## src/rtl/imem_loader_pkg.sv

```systemverilog
// Shared definitions for the boot-time instruction-memory loader.
// Holds the loader state encoding, error codes, the instruction/address
// widths shared with the datapath memories, and small decode helpers.
package imem_loader_pkg;

  localparam int ADDR_W = 12;
  localparam int INSN_W = 19;

  typedef enum logic [3:0] {
    IDLE   = 4'd0,
    CNT_LO = 4'd1,
    CNT_HI = 4'd2,
    B0     = 4'd3,
    B1     = 4'd4,
    B2     = 4'd5,
    WR     = 4'd6,
    CSUM   = 4'd7,
    DONE   = 4'd8,
    ERROR  = 4'd9
  } state_t;

  localparam logic [1:0] ERR_NONE  = 2'd0;
  localparam logic [1:0] ERR_COUNT = 2'd1;
  localparam logic [1:0] ERR_PAD   = 2'd2;
  localparam logic [1:0] ERR_CSUM  = 2'd3;

  // Little-endian word assembly: only the low 3 bits of the third byte are payload.
  function automatic logic [INSN_W-1:0] assemble_word(input logic [7:0] b0,
                                                      input logic [7:0] b1,
                                                      input logic [2:0] b2_lo);
    return {b2_lo, b1, b0};
  endfunction

  // The upper 5 bits of the third byte are padding and must be zero.
  function automatic logic pad_bad(input logic [4:0] b2_hi);
    return |b2_hi;
  endfunction

  // States in which a stream byte can be accepted.
  function automatic logic state_ready(input state_t s);
    case (s)
      CNT_LO, CNT_HI, B0, B1, B2, CSUM: return 1'b1;
      default:                          return 1'b0;
    endcase
  endfunction

  // States that make up an active load (count through checksum).
  function automatic logic state_busy(input state_t s);
    case (s)
      CNT_LO, CNT_HI, B0, B1, B2, WR, CSUM: return 1'b1;
      default:                              return 1'b0;
    endcase
  endfunction

  // The CPU is released only when idle or after a successful load.
  function automatic logic state_hold(input state_t s);
    case (s)
      IDLE, DONE: return 1'b0;
      default:    return 1'b1;
    endcase
  endfunction

endpackage

```

## src/rtl/imem_loader_if.sv

```systemverilog
// Byte-stream input and instruction-memory write port of the loader.
// slave: the loader side; master: the stream source / memory observer side.
interface imem_loader_if #(
  parameter int ADDR_W = 12,
  parameter int INSN_W = 19
);
  logic [7:0]        in_data;
  logic              in_valid;
  logic              in_ready;
  logic              mem_we;
  logic [ADDR_W-1:0] mem_addr;
  logic [INSN_W-1:0] mem_wdata;

  modport slave (
    input  in_data, in_valid,
    output in_ready, mem_we, mem_addr, mem_wdata
  );

  modport master (
    output in_data, in_valid,
    input  in_ready, mem_we, mem_addr, mem_wdata
  );
endinterface

```

## src/rtl/imem_loader.sv

```systemverilog
// Boot-time instruction-memory loader. Accepts CNT_LO, CNT_HI, then N
// three-byte words (plus a trailing XOR checksum byte when the macro
// IMEM_LOADER_CSUM_EN is defined), writes each 19-bit word to consecutive
// addresses from BASE_ADDR and holds the CPU while memory is incomplete.
module imem_loader #(
  parameter int                            ADDR_W    = imem_loader_pkg::ADDR_W,
  parameter int                            INSN_W    = imem_loader_pkg::INSN_W,
  parameter logic [imem_loader_pkg::ADDR_W-1:0] BASE_ADDR = 12'h000
) (
  input  logic          clk,
  input  logic          rst,
  input  logic          start,
  imem_loader_if.slave  bus,
  output logic          cpu_hold,
  output logic          busy,
  output logic          done,
  output logic          error,
  output logic [1:0]    err_code
);
  import imem_loader_pkg::*;

  localparam int CNT_W = 12;

`ifdef IMEM_LOADER_CSUM_EN
  localparam state_t AFTER_WORDS = CSUM;
`else
  localparam state_t AFTER_WORDS = DONE;
`endif

  state_t            state_r;
  state_t            next_s;
  logic              xfer_s;
  logic              start_ok_s;
  logic              err_set_s;
  logic [1:0]        err_val_s;

  logic [CNT_W-1:0]  cnt_r;
  logic [CNT_W-1:0]  idx_r;
  logic [7:0]        b0_r;
  logic [7:0]        b1_r;

  logic              in_ready_r;
  logic              mem_we_r;
  logic [ADDR_W-1:0] mem_addr_r;
  logic [INSN_W-1:0] mem_wdata_r;
  logic              cpu_hold_r;
  logic              busy_r;
  logic              done_r;
  logic              error_r;
  logic [1:0]        err_code_r;

`ifdef IMEM_LOADER_CSUM_EN
  logic [7:0]        csum_r;
`endif

  assign xfer_s     = bus.in_valid & in_ready_r;
  assign start_ok_s = start & ((state_r == IDLE) | (state_r == DONE) | (state_r == ERROR));

  assign bus.in_ready  = in_ready_r;
  assign bus.mem_we    = mem_we_r;
  assign bus.mem_addr  = mem_addr_r;
  assign bus.mem_wdata = mem_wdata_r;
  assign cpu_hold      = cpu_hold_r;
  assign busy          = busy_r;
  assign done          = done_r;
  assign error         = error_r;
  assign err_code      = err_code_r;

  // State register.
  always_ff @(posedge clk) begin
    if (!rst) begin
      state_r <= IDLE;
    end else begin
      state_r <= next_s;
    end
  end

  // Next-state decode and error detection on the offending transfer.
  always_comb begin
    next_s    = state_r;
    err_set_s = 1'b0;
    err_val_s = ERR_NONE;
    case (state_r)
      IDLE: begin
        if (start) next_s = CNT_LO;
        else       next_s = IDLE;
      end
      CNT_LO: begin
        if (xfer_s) next_s = CNT_HI;
        else        next_s = CNT_LO;
      end
      CNT_HI: begin
        if (xfer_s) begin
          if (bus.in_data[7:4] != 4'h0) begin
            next_s    = ERROR;
            err_set_s = 1'b1;
            err_val_s = ERR_COUNT;
          end else if ({bus.in_data[3:0], cnt_r[7:0]} == 12'h000) begin
            next_s = AFTER_WORDS;
          end else begin
            next_s = B0;
          end
        end else begin
          next_s = CNT_HI;
        end
      end
      B0: begin
        if (xfer_s) next_s = B1;
        else        next_s = B0;
      end
      B1: begin
        if (xfer_s) next_s = B2;
        else        next_s = B1;
      end
      B2: begin
        if (xfer_s) begin
          if (pad_bad(bus.in_data[7:3])) begin
            next_s    = ERROR;
            err_set_s = 1'b1;
            err_val_s = ERR_PAD;
          end else begin
            next_s = WR;
          end
        end else begin
          next_s = B2;
        end
      end
      WR: begin
        if (idx_r + 12'd1 == cnt_r) next_s = AFTER_WORDS;
        else                        next_s = B0;
      end
`ifdef IMEM_LOADER_CSUM_EN
      CSUM: begin
        if (xfer_s) begin
          if (csum_r != bus.in_data) begin
            next_s    = ERROR;
            err_set_s = 1'b1;
            err_val_s = ERR_CSUM;
          end else begin
            next_s = DONE;
          end
        end else begin
          next_s = CSUM;
        end
      end
`endif
      DONE, ERROR: begin
        if (start) next_s = CNT_LO;
        else       next_s = state_r;
      end
      default: begin
        next_s = IDLE;
      end
    endcase
  end

  // Registered status outputs, decoded from the state being entered.
  always_ff @(posedge clk) begin
    if (!rst) begin
      in_ready_r <= 1'b0;
      mem_we_r   <= 1'b0;
      cpu_hold_r <= 1'b0;
      busy_r     <= 1'b0;
      done_r     <= 1'b0;
      error_r    <= 1'b0;
      err_code_r <= ERR_NONE;
    end else begin
      in_ready_r <= state_ready(next_s);
      mem_we_r   <= (next_s == WR);
      cpu_hold_r <= state_hold(next_s);
      busy_r     <= state_busy(next_s);
      done_r     <= (next_s == DONE);
      error_r    <= (next_s == ERROR);
      if (start_ok_s) begin
        err_code_r <= ERR_NONE;
      end else if (err_set_s) begin
        err_code_r <= err_val_s;
      end else begin
        err_code_r <= err_code_r;
      end
    end
  end

  // Count capture, word index, byte staging and write address/data.
  always_ff @(posedge clk) begin
    if (!rst) begin
      cnt_r       <= 12'h000;
      idx_r       <= 12'h000;
      b0_r        <= 8'h00;
      b1_r        <= 8'h00;
      mem_addr_r  <= BASE_ADDR;
      mem_wdata_r <= '0;
    end else begin
      if (start_ok_s) begin
        idx_r <= 12'h000;
      end else if (state_r == WR) begin
        idx_r <= idx_r + 12'd1;
      end
      if (xfer_s) begin
        case (state_r)
          CNT_LO: cnt_r[7:0]  <= bus.in_data;
          CNT_HI: cnt_r[11:8] <= bus.in_data[3:0];
          B0:     b0_r        <= bus.in_data;
          B1:     b1_r        <= bus.in_data;
          B2: begin
            if (!pad_bad(bus.in_data[7:3])) begin
              mem_wdata_r <= INSN_W'(assemble_word(b0_r, b1_r, bus.in_data[2:0]));
              mem_addr_r  <= BASE_ADDR + ADDR_W'(idx_r);
            end
          end
          default: ;
        endcase
      end
    end
  end

`ifdef IMEM_LOADER_CSUM_EN
  // Running XOR over count and word bytes, restarted at each load.
  always_ff @(posedge clk) begin
    if (!rst) begin
      csum_r <= 8'h00;
    end else if (start_ok_s) begin
      csum_r <= 8'h00;
    end else if (xfer_s && (state_r != CSUM)) begin
      csum_r <= csum_r ^ bus.in_data;
    end
  end
`endif

endmodule

```

## src/flat_wrapper.sv

```systemverilog
// flat-port wrapper written by rule: the top's interface ports become plain ports
module imem_loader_flat import imem_loader_pkg::*;
#(
  parameter int                            ADDR_W    = imem_loader_pkg::ADDR_W,
  parameter int                            INSN_W    = imem_loader_pkg::INSN_W,
  parameter logic [imem_loader_pkg::ADDR_W-1:0] BASE_ADDR = 12'h000
)
  (clk, rst, start, cpu_hold, busy, done, error, err_code, bus_in_data, bus_in_valid, bus_in_ready, bus_mem_we, bus_mem_addr, bus_mem_wdata);
  imem_loader_if #(.ADDR_W(ADDR_W), .INSN_W(INSN_W)) bus_i ();
  input  logic clk;
  input  logic rst;
  input  logic start;
  output logic cpu_hold;
  output logic busy;
  output logic done;
  output logic error;
  output logic [1:0] err_code;
  input wire logic [$bits(bus_i.in_data)-1:0] bus_in_data;
  input wire logic [$bits(bus_i.in_valid)-1:0] bus_in_valid;
  output wire logic [$bits(bus_i.in_ready)-1:0] bus_in_ready;
  output wire logic [$bits(bus_i.mem_we)-1:0] bus_mem_we;
  output wire logic [$bits(bus_i.mem_addr)-1:0] bus_mem_addr;
  output wire logic [$bits(bus_i.mem_wdata)-1:0] bus_mem_wdata;
  assign bus_i.in_data = bus_in_data;
  assign bus_i.in_valid = bus_in_valid;
  assign bus_in_ready = bus_i.in_ready;
  assign bus_mem_we = bus_i.mem_we;
  assign bus_mem_addr = bus_i.mem_addr;
  assign bus_mem_wdata = bus_i.mem_wdata;
  imem_loader #(.ADDR_W(ADDR_W), .INSN_W(INSN_W), .BASE_ADDR(BASE_ADDR)) u_core (.clk(clk), .rst(rst), .start(start), .bus(bus_i), .cpu_hold(cpu_hold), .busy(busy), .done(done), .error(error), .err_code(err_code));
endmodule
```

## config.mk

```make
export PLATFORM = sky130hd
export DESIGN_NAME = imem_loader_flat
export DESIGN_NICKNAME = d
export VERILOG_FILES = /design/src/rtl/imem_loader_pkg.sv /design/src/rtl/imem_loader_if.sv /design/src/rtl/imem_loader.sv /design/src/flat_wrapper.sv
export SDC_FILE = /design/constraint.sdc
export NUM_CORES = 1
export LEC_CHECK = 0
export ABC_CLOCK_PERIOD_IN_PS = 3200
export CELL_PAD_IN_SITES_DETAIL_PLACEMENT = 0
export CELL_PAD_IN_SITES_GLOBAL_PLACEMENT = 2
export CORE_MARGIN = 10
export CORE_UTILIZATION = 32
export DETAILED_ROUTE_END_ITERATION = 16
export HOLD_SLACK_MARGIN = 0.06
export PLACE_DENSITY = 0.86
export SETUP_SLACK_MARGIN = 0.1
export SLEW_MARGIN = 0
export SYNTH_ARGS = -nofsm -noshare
export SYNTH_HDL_FRONTEND = slang
export SYNTH_SLANG_ARGS = --single-unit
export TNS_END_PERCENT = 10
```

## constraint.sdc

```tcl
create_clock -name clk -period 3.2 [get_ports clk]
set_input_delay 0.48 -clock clk [delete_from_list [all_inputs] [get_ports clk]]
set_output_delay 0.48 -clock clk [all_outputs]
set_load 0.01 [all_outputs]
```

==> Yosys cells after proc, flatten, opt, wreduce, memory -nomap -nowiden <==
Index checks and enable logic that the tools add are counted.
{ "op_classes": {"add_sub_neg": 1, "multipliers": 0, "reduce_logical": 15, "bitwise_logic": 6, "div": 0, "order_cmp": 0, "n_mux": 25, "n_shift": 0, "n_eq_ne": 18} }
{ "ops": {"columns": ["cell", "count"], "rows": [
  ["$pmux W4 S8", 1],
  ["$eq A4 B3 Y1 const B", 7],
  ["$mux W4", 7],
  ["$eq A4 B2 Y1 const B", 4],
  ["$eq A4 B4 Y1 const B", 4],
  ["$add A12 B1 Y12 const B", 1],
  ["$eq A12 B12 Y1", 1],
  ["$logic_not A12 Y1", 1],
  ["$mux W1", 10],
  ["$eq A4 B1 Y1 const B", 2],
  ["$logic_not A4 Y1", 2],
  ["$mux W2", 4],
  ["$reduce_and A2 Y1", 4],
  ["$reduce_or A7 Y1", 1],
  ["$reduce_or A2 Y1", 3],
  ["$reduce_or A6 Y1", 1],
  ["$reduce_or A5 Y1", 1],
  ["$pmux W2 S2", 1],
  ["$reduce_bool A4 Y1", 1],
  ["$mux W3", 1],
  ["$reduce_and A3 Y1", 1],
  ["$and A1 B1 Y1", 2],
  ["$not A1 Y1", 2],
  ["$or A1 B1 Y1", 2],
  ["$pmux W1 S2", 1]
]} }
{ "word_totals": {"output_inout_bits": 39, "in_bits": 12, "latchBits": 0, "mem_bits_ro": 0, "word_cells": 80, "memories": 0, "regBits": 83, "ramBits": 0} }

==> Depth between registers and ports, before layout <==
Gate-level depths: netlist of run 1.
{ "logic_depth": {"word_depth": 8, "depth_mapped": 8, "mapped_depth_nobuf": 7} }

==> Least setup slack after synthesis of run 1 <==
Ideal clock, no wire load.
{ "synth_path": {"path_type": "input -> register", "start": "input bus_in_data[4]", "end": "register u_core.done_r, in the netlist u_core.done", "t_required_ps": 3085, "setup_time_ps": 115, "path_stages": 7, "setup_slack_ps": 900, "t_arrival_ps": 2185, "n_path_buf": 2, "path_cell_list": "or4_1 buf_2 or3_1 clkbuf_1 a211o_1 nor4b_4 o21ba_1"} }
{ "synth_via": {"elab_chain_len": 5, "word_cells_on_any_way": 8, "classes_between": "eq/ne: 1; mux: 5; reduce/logical: 2"} }
{ "synth_lines": {"columns": ["element", "line_no", "rtl"], "rows": [
  ["start: declaration", "flat_wrapper.sv:18", "input wire logic [$bits(bus_i.in_data)-1:0] bus_in_data;"],
  ["$reduce_or A5 Y1 or $reduce_bool A4 Y1 (tied branches)", "imem_loader_pkg.sv:36, imem_loader.sv:94", null],
  ["$mux W4 (on tied branches)", "imem_loader.sv:117, imem_loader.sv:94", null],
  ["$mux W4 (on tied branches)", "imem_loader.sv:116, imem_loader.sv:93", null],
  ["$pmux W4 S8 (*)", "imem_loader.sv:83", "case (state_r)"],
  ["$eq A4 B4 Y1 (*)", "imem_loader.sv:172", "done_r <= (next_s == DONE);"],
  ["end signal: assignment", "imem_loader.sv:172", null],
  ["end: declaration", "imem_loader.sv:48", "logic done_r;"]
]} }
Mark *: on every way between the ends. The rest lies on a longest branch, timed or not.
A chain may end at the register's enable or synchronous reset.

==> Worst setup path after layout of run 1 <==
{ "layout_path": {"start": "input bus_in_data[6]", "end": "register u_core.done_r, in the netlist u_core.done"} }
The elaborated chain is that of the path after synthesis.

==> metrics.md, run 1 <==
| Metric | Value |
|---|---|
| Status | `completed` |
| WL final | `9120 microns` |
| Top-area cell type share of the netlist area | `46.8%` |
| Fillers | `1142` |
| M3 GR Usage | `3.68%` |
| Synth Area in Adders | `0.353%` |
| Synth cell types | `43` |
| Most frequent cells in the layout | `dfxtp_1 (83), nand2_1 (73), nor2_1 (50), clkdlybuf4s50_1 (50), a21oi_1 (40)` |
| Initial Util | `32.7%` |
| Final Hold Fails | `0` |
| Ranking of synthesized cells by area | `dfxtp_1 (47%), mux2i_1 (8.5%), nand2_1 (7.7%)` |
| Grt met2 use | `18.2%` |
| Syn_nets | `431` |
| Placer congestion estimate | `0.825` |
| Worst slew margin relative to its limit | `63.1%` |
| Clock root cell | `clkbuf_8` |
| Crit path max fanout | `7` |
| Setup_tns | `0 ns` |
| Max_cap viols | `0` |
| Post-layout net count | `475` |
| Setup bufs post-CTS | `0` |
| Ys Warns | `0` |
| Fin crit share | `79.9%` |
| Crit path capture type | `flop` |
| Mean Syn Cell Area | `8.49 sq um` |
| FMAX | `391 MHz` |
| Skew final | `0.00822 ns` |
| Hold_ws | `0.456 ns` |
| Pre-CTS setup slack | `0.280 ns` |
| Initial antenna violation count | `0` |
| Hold buffers post-CTS | `0` |
| PortBufs | `50` |
| Max VDD drop | `261 uV` |
| Post_cts resized | `0` |
| Xor and xnor area share after synthesis | `5.68%` |
| Setup WS post-layout | `0.643 ns` |
| RSZ-0062 raised after global routing | `false` |
| Via count | `2958` |
| Die width | `125 microns` |
| Drt pass-1 iters | `5` |
| Largest net degree at the start of global routing | `50` |
| Largest family of logic cells by synthesized area | `simple AND/OR/NAND/NOR gates` |
| Residual DRC count | `0` |
| Tmin final | `2.56 ns` |
| Primary FF master, synth | `dfxtp_1` |
| PwrDens | `438 nW/um^2` |
| Post-synth EDFFs | `0` |
| Die H | `125 microns` |
| Setup violators final | `0` |
| # rows | `38` |
| Post-synth ARST share | `0%` |
| H-tree levels | `3` |
| Top Usage Layer GRT | `met2` |
| Total core area | `10800 sq um` |
| Top Ports | `51` |
| Min-Delay Path Class | `flop to flop` |
| Die Area | `15700 sq um` |
| Fin. max-slew vios | `0` |
| Worst-Skew Late Latency | `0.35 ns` |
| Post-Syn Area | `3550 sq um` |
| Vias in the first global route | `2918` |
| Remaining Overflow, GRT | `0` |
| Startpoint types | `input pin` |
| Area grow syn2layout | `24.6%` |
| Tightest Pin Transition | `0.553 ns` |
| GRT Resource Usage Total | `11.6%` |
| Area leader, netlist | `dfxtp_1` |
| Drt wl/cell | `15.0 microns` |
| DR vias/cell | `4.87` |
| Static leakage | `0.00168 uW` |
| CTS max path bufs | `2` |
| Post-synthesis compound-gate area fraction | `11.6%` |
| Commonest non-fill, non-tap cell in the layout | `dfxtp_1` |
| Ratio of cells with drive above 1 in the final layout | `7.92%` |
| CP required | `3.50 ns` |
| Drt first-iter violations | `144` |
| Mapped Cells | `418` |
| Clk sinks | `83` |
| Placed Instance Area | `4220 sq um` |
| Register bit count reported by yosys | `83` |
| CP arrival | `2.86 ns` |
| Final Cell Area | `4420 sq um` |
| TritonCTS clock tree | `done` |
| Multiplexer share of the synthesized area | `8.47%` |
| Num CTS Buffers | `9` |
| First-pass GRT wire length | `15300 microns` |
| N_diodes | `0` |
| CP Class | `input pin to flop` |
| Met1 Track Usage GR | `14.9%` |
| Post-Synth Simple-Gate Area | `23.1%` |
| Seq/Total Area, Yosys | `46.8%` |
| CTS clock-pin slew for the worst setup and hold paths | `0.09 ns` |
| Routed Antenna Nets | `0` |
| DP Wirelength | `6570 microns` |
==> where the power goes <==
| group | switching [uW] | internal (uW) |
|---|---|---|
| Combinational | 64.5 | 53.2 |
| Sequential | 8.94 | 1040 |
| Clock | 399 | 370 |
| Total | 472 | 1460 |
==> worst max-delay path: stages <==
cell and delay (ns):
clkdlybuf4s50_1 0.49, or4_1 0.68, o311a_1 0.37, o21bai_2 0.13, o2111ai_2 0.16, nor4b_4 0.40, o21ba_1 0.16
==> metal layers <==
metal / up-vias / wire length [microns]
li1: 1512 / -
met1: 1368 / 4340
met2: 68 / 4040
met3: 10 / 631
met4: 0 / 95
met5: - / 0
==> stage by stage <==
step,power [uW],util (%),std cells
after floorplan,1140,-,418
after global placement,1190,38.9,591
after detailed placement,1190,38.9,591
after CTS,1970,40.8,607
after global routing,2020,40.8,607
final,1940,40.8,607
==> registers in the layout, indices dropped and copies added, names as in the netlist, 2 cells and up <==
register	count
u_core.state_r	4
u_core.bus.mem_addr	12
u_core.bus.mem_wdata	19
u_core.idx_r	12
u_core.b0_r	8
u_core.err_code	2
u_core.cnt_r	12
u_core.b1_r	8
==> synthesized netlist by cell type (2+ instances only) <==
cell	n
dfxtp_1	83
nand2_1	73
nor2_1	50
a21oi_1	40
mux2i_1	30
clkbuf_1	27
xnor2_1	13
nand3_1	10
xor2_1	10
nor3_1	8
nor4_1	8
and3_1	7
o21ai_0	7
inv_1	5
nand4_1	5
buf_2	4
nor2b_1	4
o21a_1	4
or3_1	3
a211oi_1	2
and2_1	2
o2111ai_1	2
==> worst paths after layout <==
check	depth (start not counted)	to	start	slack, ns
worst max-delay path	7	u_core.done	bus_in_data[6]	0.64
worst max register to register	8	u_core.bus.in_ready	u_core.idx_r[0]	0.94
worst min-delay path	2	u_core.bus.mem_wdata[5]	u_core.b0_r[5]	0.46
worst min register to register	2	u_core.bus.mem_wdata[5]	u_core.b0_r[5]	0.46
==> final cells by class <==
class	count	area, sq um	share of cell area [%]
multi-input combinational	299	1760	39.8
sequential	83	1660	37.6
timing repair buffer	64	606	13.7
tap	140	175	3.96
clock buffer	10	128	2.89
clock inverter	6	73.8	1.67
inverter	5	18.8	0.425
==> cells by family (layout without fill, tap and decap cells) <==
group	count (synthesis)	count (layout)
simple gates	178	178
flops	83	83
compound gates	67	67
buf+inv	36	85
mux	30	30
xor+xnor	23	23
fa+ha+maj	1	1
Note: power is estimated with default switching activity, not from simulation.
==> inputs of run 2 (changes only) <==
Settings changed: ABC_CLOCK_PERIOD_IN_PS 3200 to 2640.
Clock period 3.2 ns to 2.64 ns, I/O delays scaled along.
==> metrics.md, run 2 (same netlist as run 1, synthesis figures left out) <==
| Metric | Value |
|---|---|
| Status | `completed` |
| Drt pass-1 iters | `4` |
| Max reg flops | `19` |
| Worst reg2reg endpoint | `u_core.done` |
| Overall power | `2370 uW` |
| Clock root cell | `clkbuf_8` |
| CTS max path bufs | `2` |
| Area grow syn2layout | `27.2%` |
| Psw | `590 uW` |
| Post-layout net count | `486` |
| Fin crit share | `91.1%` |
| WHS Path Cells | `2` |
| Clock share of power | `39.7%` |
| First-pass GRT wire length | `15800 microns` |
| Commonest non-fill, non-tap cell in the layout | `dfxtp_1` |
| Total core area | `10800 sq um` |
| Placer congestion estimate | `0.841` |
| TritonCTS clock tree | `done` |
| Tmin final | `2.40 ns` |
| H-tree levels | `3` |
| Ratio of cells with drive above 1 in the final layout | `10.0%` |
| Die Area | `15700 sq um` |
| Die H | `125 microns` |
| Skew final | `0.0206 ns` |
| Initial Util | `32.7%` |
| Post_cts resized | `0` |
| Worst r2r path cells | `7` |
| Flop pwr share | `53.7%` |
| Final Hold Fails | `0` |
| Worst R2R Setup Slack | `0.41 ns` |
| # rows | `38` |
| GRT Resource Usage Total | `12.0%` |
| Crit path capture type | `flop` |
| Via count | `3020` |
| Min-Delay Path Class | `flop to flop` |
| Hold buffers post-CTS | `0` |
| Placed insts | `602` |
| Worst-Skew Late Latency | `0.37 ns` |
| Remaining Overflow, GRT | `0` |
| Fillers | `1129` |
| CP Cell Sequence | `clkdlybuf4s50_1 -> or4_1 -> o311a_1 -> o21bai_2 -> o2111ai_2 -> nor4b_4 -> o21ba_1` |
| Internal | `1780 uW` |
| Fin. max-slew vios | `0` |
| FF/Latch Area | `1660 sq um` |
| Tightest Pin Transition | `0.546 ns` |
| PwrDens | `525 nW/um^2` |
| Die width | `125 microns` |
| Largest net degree at the start of global routing | `50` |
| WL final | `9340 microns` |
| Combinational group share of total power | `6.6%` |
| Final core utilization | `41.6%` |
| Startpoint types | `input pin` |
| FMAX | `416 MHz` |
| Top Ports | `51` |
| Slowest cell on crit path | `or4_1` |
| Most frequent cells in the layout | `dfxtp_1 (83), nand2_1 (73), nor2_1 (50), clkdlybuf4s50_1 (50), a21oi_1 (40)` |
| CTS clock-pin slew for the worst setup and hold paths | `0.07 ns` |
| CP Class | `input pin to flop` |
| Post-route non-filler standard cell count | `618` |
| Reg-to-Reg Start | `u_core.idx_r[3]` |
| Vias in the first global route | `3079` |
| Hold_ws | `0.452 ns` |
| RSZ-0062 raised after global routing | `false` |
| Hold Path End | `u_core.bus.mem_addr[0]` |
| CP required | `2.94 ns` |
| Static leakage | `0.00173 uW` |
| Drt first-iter violations | `132` |
| Setup bufs post-CTS | `0` |
| Switch share | `24.9%` |
| Routed Antenna Nets | `0` |
| Worst slew margin relative to its limit | `63.6%` |
| Area of the multi-input gates | `1760 sq um` |
| Hold path startpoint | `u_core.bus.mem_addr[0]` |
| DR vias/cell | `4.89` |
| Levels on crit path | `7` |
| Max VDD drop | `353 uV` |
| Crit path max fanout | `6` |
| CP arrival | `2.71 ns` |
| Num CTS Buffers | `9` |
| DP Wirelength | `6580 microns` |
| Initial antenna violation count | `0` |
| Drt wl/cell | `15.1 microns` |
| PortBufs | `50` |
| Clk sinks | `83` |
| N_diodes | `0` |
| Residual DRC count | `0` |
| Worst path bufs/invs | `1` |
| Max_cap viols | `0` |
| Max incr delay on CP | `0.68 ns` |
| Setup violators final | `0` |
| CP top delay family | `simple AND/OR/NAND/NOR gates` |
-- run 2: worst max-delay path by stage --
stage	start	slack, ns	end
after CTS	bus_in_data[4]	0.24	u_core.done
final	bus_in_data[4]	0.24	u_core.done
after global routing	bus_in_data[4]	0.13	u_core.done
after floorplan	bus_in_data[4]	0.42	u_core.done
after global placement	bus_in_data[4]	-0.09	u_core.done
after detailed placement	bus_in_data[4]	-0.14	u_core.cpu_hold
-- run 2: worst min-delay path, cell delays in order (launching register included) --
cell and delay (ns):
dfxtp_1 0.31, nand2_1 0.05, a21oi_1 0.05
-- run 2: power groups by stage --
stage               clock (uW)  combinational [uW]  sequential (uW)
global route              1020                 171             1280
CTS                        971                 157             1270
detailed placement           0                 156             1300
finish                     942                 156             1270
global placement             0                 154             1300
floorplan                    0                75.5             1300
-- run 2: area by class of cell --
cell class | instances | area share, %
clock buffers | 10 | 2.83
inverters | 5 | 0.416
multi-input cells | 299 | 39.0
repair buffers | 75 | 15.5
well taps | 140 | 3.88
clock inverters | 6 | 1.58
flip-flops and latches | 83 | 36.8
-- run 2: per-stage QoR --
| stage | TNS [ns] | cell area (sq um) | worst slack (ns) |
|---|---|---|---|
| 4_1_cts | 0 | 4510 | 0.240 |
| 3_3_place_gp | -0.339 | 4310 | -0.0874 |
| 5_1_grt | 0 | 4510 | 0.129 |
| 3_5_place_dp | -0.530 | 4310 | -0.139 |
| 2_1_floorplan | 0 | 3550 | 0.424 |
| 6_report | 0 | 4510 | 0.235 |
-- run 2: metal layers --
layer	GRT usage, %	wire, microns	vias up
met5	0	0	-
met4	2.78	63	0
met3	5.11	540	5
met2	18.9	4200	56
met1	14.8	4540	1424
li1	-	-	1535
==> inputs of run 3 (changes only) <==
Settings changed: CAP_MARGIN set to 20, PLACE_DENSITY 0.86 to 0.88.
==> metrics.md, run 3 (same netlist as run 1, synthesis figures left out) <==
| Metric | Value |
|---|---|
| CP Class | `input pin to flop` |
| DR vias/cell | `4.87` |
| Hold_ws | `0.456 ns` |
| Num CTS Buffers | `9` |
| Via count | `3021` |
| Vias in the first global route | `3037` |
| N_diodes | `0` |
| Most frequent cells in the layout | `dfxtp_1 (83), nand2_1 (73), nor2_1 (50), clkdlybuf4s50_1 (50), a21oi_1 (40)` |
| Initial antenna violation count | `0` |
| H-tree levels | `3` |
| Die Area | `15700 sq um` |
| WL final | `9150 microns` |
| Drt pass-1 iters | `4` |
| CTS max path bufs | `2` |
| Status | `completed` |
| Total core area | `10800 sq um` |
| Routed Antenna Nets | `0` |
| Die H | `125 microns` |
| Area of the multi-input gates | `1760 sq um` |
| Placer congestion estimate | `0.816` |
| GRT Resource Usage Total | `11.7%` |
| Startpoint types | `input pin` |
| Ratio of cells with drive above 1 in the final layout | `10.0%` |
| Clock root cell | `clkbuf_8` |
| Remaining Overflow, GRT | `0` |
| FMAX | `424 MHz` |
| Tmin final | `2.36 ns` |
| Clk sinks | `83` |
| Residual DRC count | `0` |
| Final Hold Fails | `0` |
| CP required | `2.89 ns` |
| CP arrival | `2.61 ns` |
| # rows | `38` |
| Overall power | `2420 uW` |
| TritonCTS clock tree | `done` |
| FF/Latch Area | `1660 sq um` |
| Uppermost layer routed | `met4` |
| DP Wirelength | `6610 microns` |
| Min-Delay Path Class | `flop to flop` |
| CTS clock-pin slew for the worst setup and hold paths | `0.08 ns` |
| PortBufs | `50` |
| Crit path capture type | `flop` |
| Fillers | `1139` |
| Commonest non-fill, non-tap cell in the layout | `dfxtp_1` |
| Setup violators final | `0` |
| Drt wl/cell | `14.8 microns` |
| First-pass GRT wire length | `15400 microns` |
| Pre-CTS setup slack | `-0.0890 ns` |
| Tightest Pin Transition | `0.544 ns` |
| Met3 WL | `590 microns` |
| Skew final | `0.00590 ns` |
| Hold buffers post-CTS | `0` |
| Max_cap viols | `0` |
| Final Cell Area | `4550 sq um` |
| Static leakage | `0.00175 uW` |
| Area grow syn2layout | `28.3%` |
| Post_cts resized | `0` |
| PwrDens | `533 nW/um^2` |
| Max reg flops | `19` |
| Met2 wire length | `4200 microns` |
| Met1 wire length | `4240 microns` |
| Setup bufs post-CTS | `0` |
| Crit path max fanout | `5` |
| Max VDD drop | `272 uV` |
| Placed Instance Area | `4340 sq um` |
| Worst slew margin relative to its limit | `63.6%` |
| Die width | `125 microns` |
| Setup WS post-layout | `0.282 ns` |
| Worst-Skew Late Latency | `0.35 ns` |
| Initial Util | `32.7%` |
| Largest net degree at the start of global routing | `50` |
| Top Ports | `51` |
| Fin crit share | `89.3%` |
| RSZ-0062 raised after global routing | `false` |
| Drt first-iter violations | `108` |
| Fin. max-slew vios | `0` |
| Post-layout net count | `488` |
| Setup_tns | `0 ns` |
run 3: changes by cell type in the layout (fill, tap and decap cells not counted):
| cell | change |
|---|---|
| buf_4 | +1 |
| bufinv_16 | +1 |
| inv_6 | -2 |
| buf_12 | +1 |
| clkinv_4 | -1 |
| clkbuf_1 | +2 |
run 3: critical path, cell delays in order:
cell	delay (ns)
clkdlybuf4s50_1	0.42
or4_1	0.61
buf_4	0.19
o2111ai_1	0.22
inv_1	0.07
a311o_1	0.39
o21ai_0	0.16
o21ba_1	0.16
run 3: worst paths after layout:
check / startpoint / end / slack [ns] / cells past startpoint
worst max-delay path: bus_in_data[4] / u_core.done / 0.28 / 8
worst min-delay path: u_core.b1_r[3] / u_core.bus.mem_wdata[11] / 0.46 / 2
worst max register to register: u_core.state_r[0] / u_core.bus.in_ready / 0.40 / 6
worst min register to register: u_core.b1_r[3] / u_core.bus.mem_wdata[11] / 0.46 / 2
run 3: metrics by stage:
step	util [%]	instances
global placement	40.1	604
global route	42.0	620
CTS	42.0	620
floorplan	-	418
finish	42.0	620
detailed placement	40.1	604
run 3: area by class of cell:
| class | count | share of cell area, % |
|---|---|---|
| tap | 140 | 3.85 |
| multi-input combinational | 299 | 38.6 |
| inverter | 5 | 0.412 |
| sequential | 83 | 36.5 |
| timing repair buffer | 77 | 16.0 |
| clock inverter | 4 | 1.65 |
| clock buffer | 12 | 2.97 |
run 3: layer usage:
layer	track usage (%)	vias up
met5	0	-
met4	4.07	0
met3	4.14	10
met2	18.5	55
met1	14.4	1427
li1	-	1529
run 3: power by group:
part           switching [uW]  total [uW]  internal, uW  leakage (uW)
registers                11.7        1270          1260      0.000669
clock network             457         992           534     0.0000968
logic                    84.3         159          74.4      0.000982
total                     553        2420          1870       0.00175
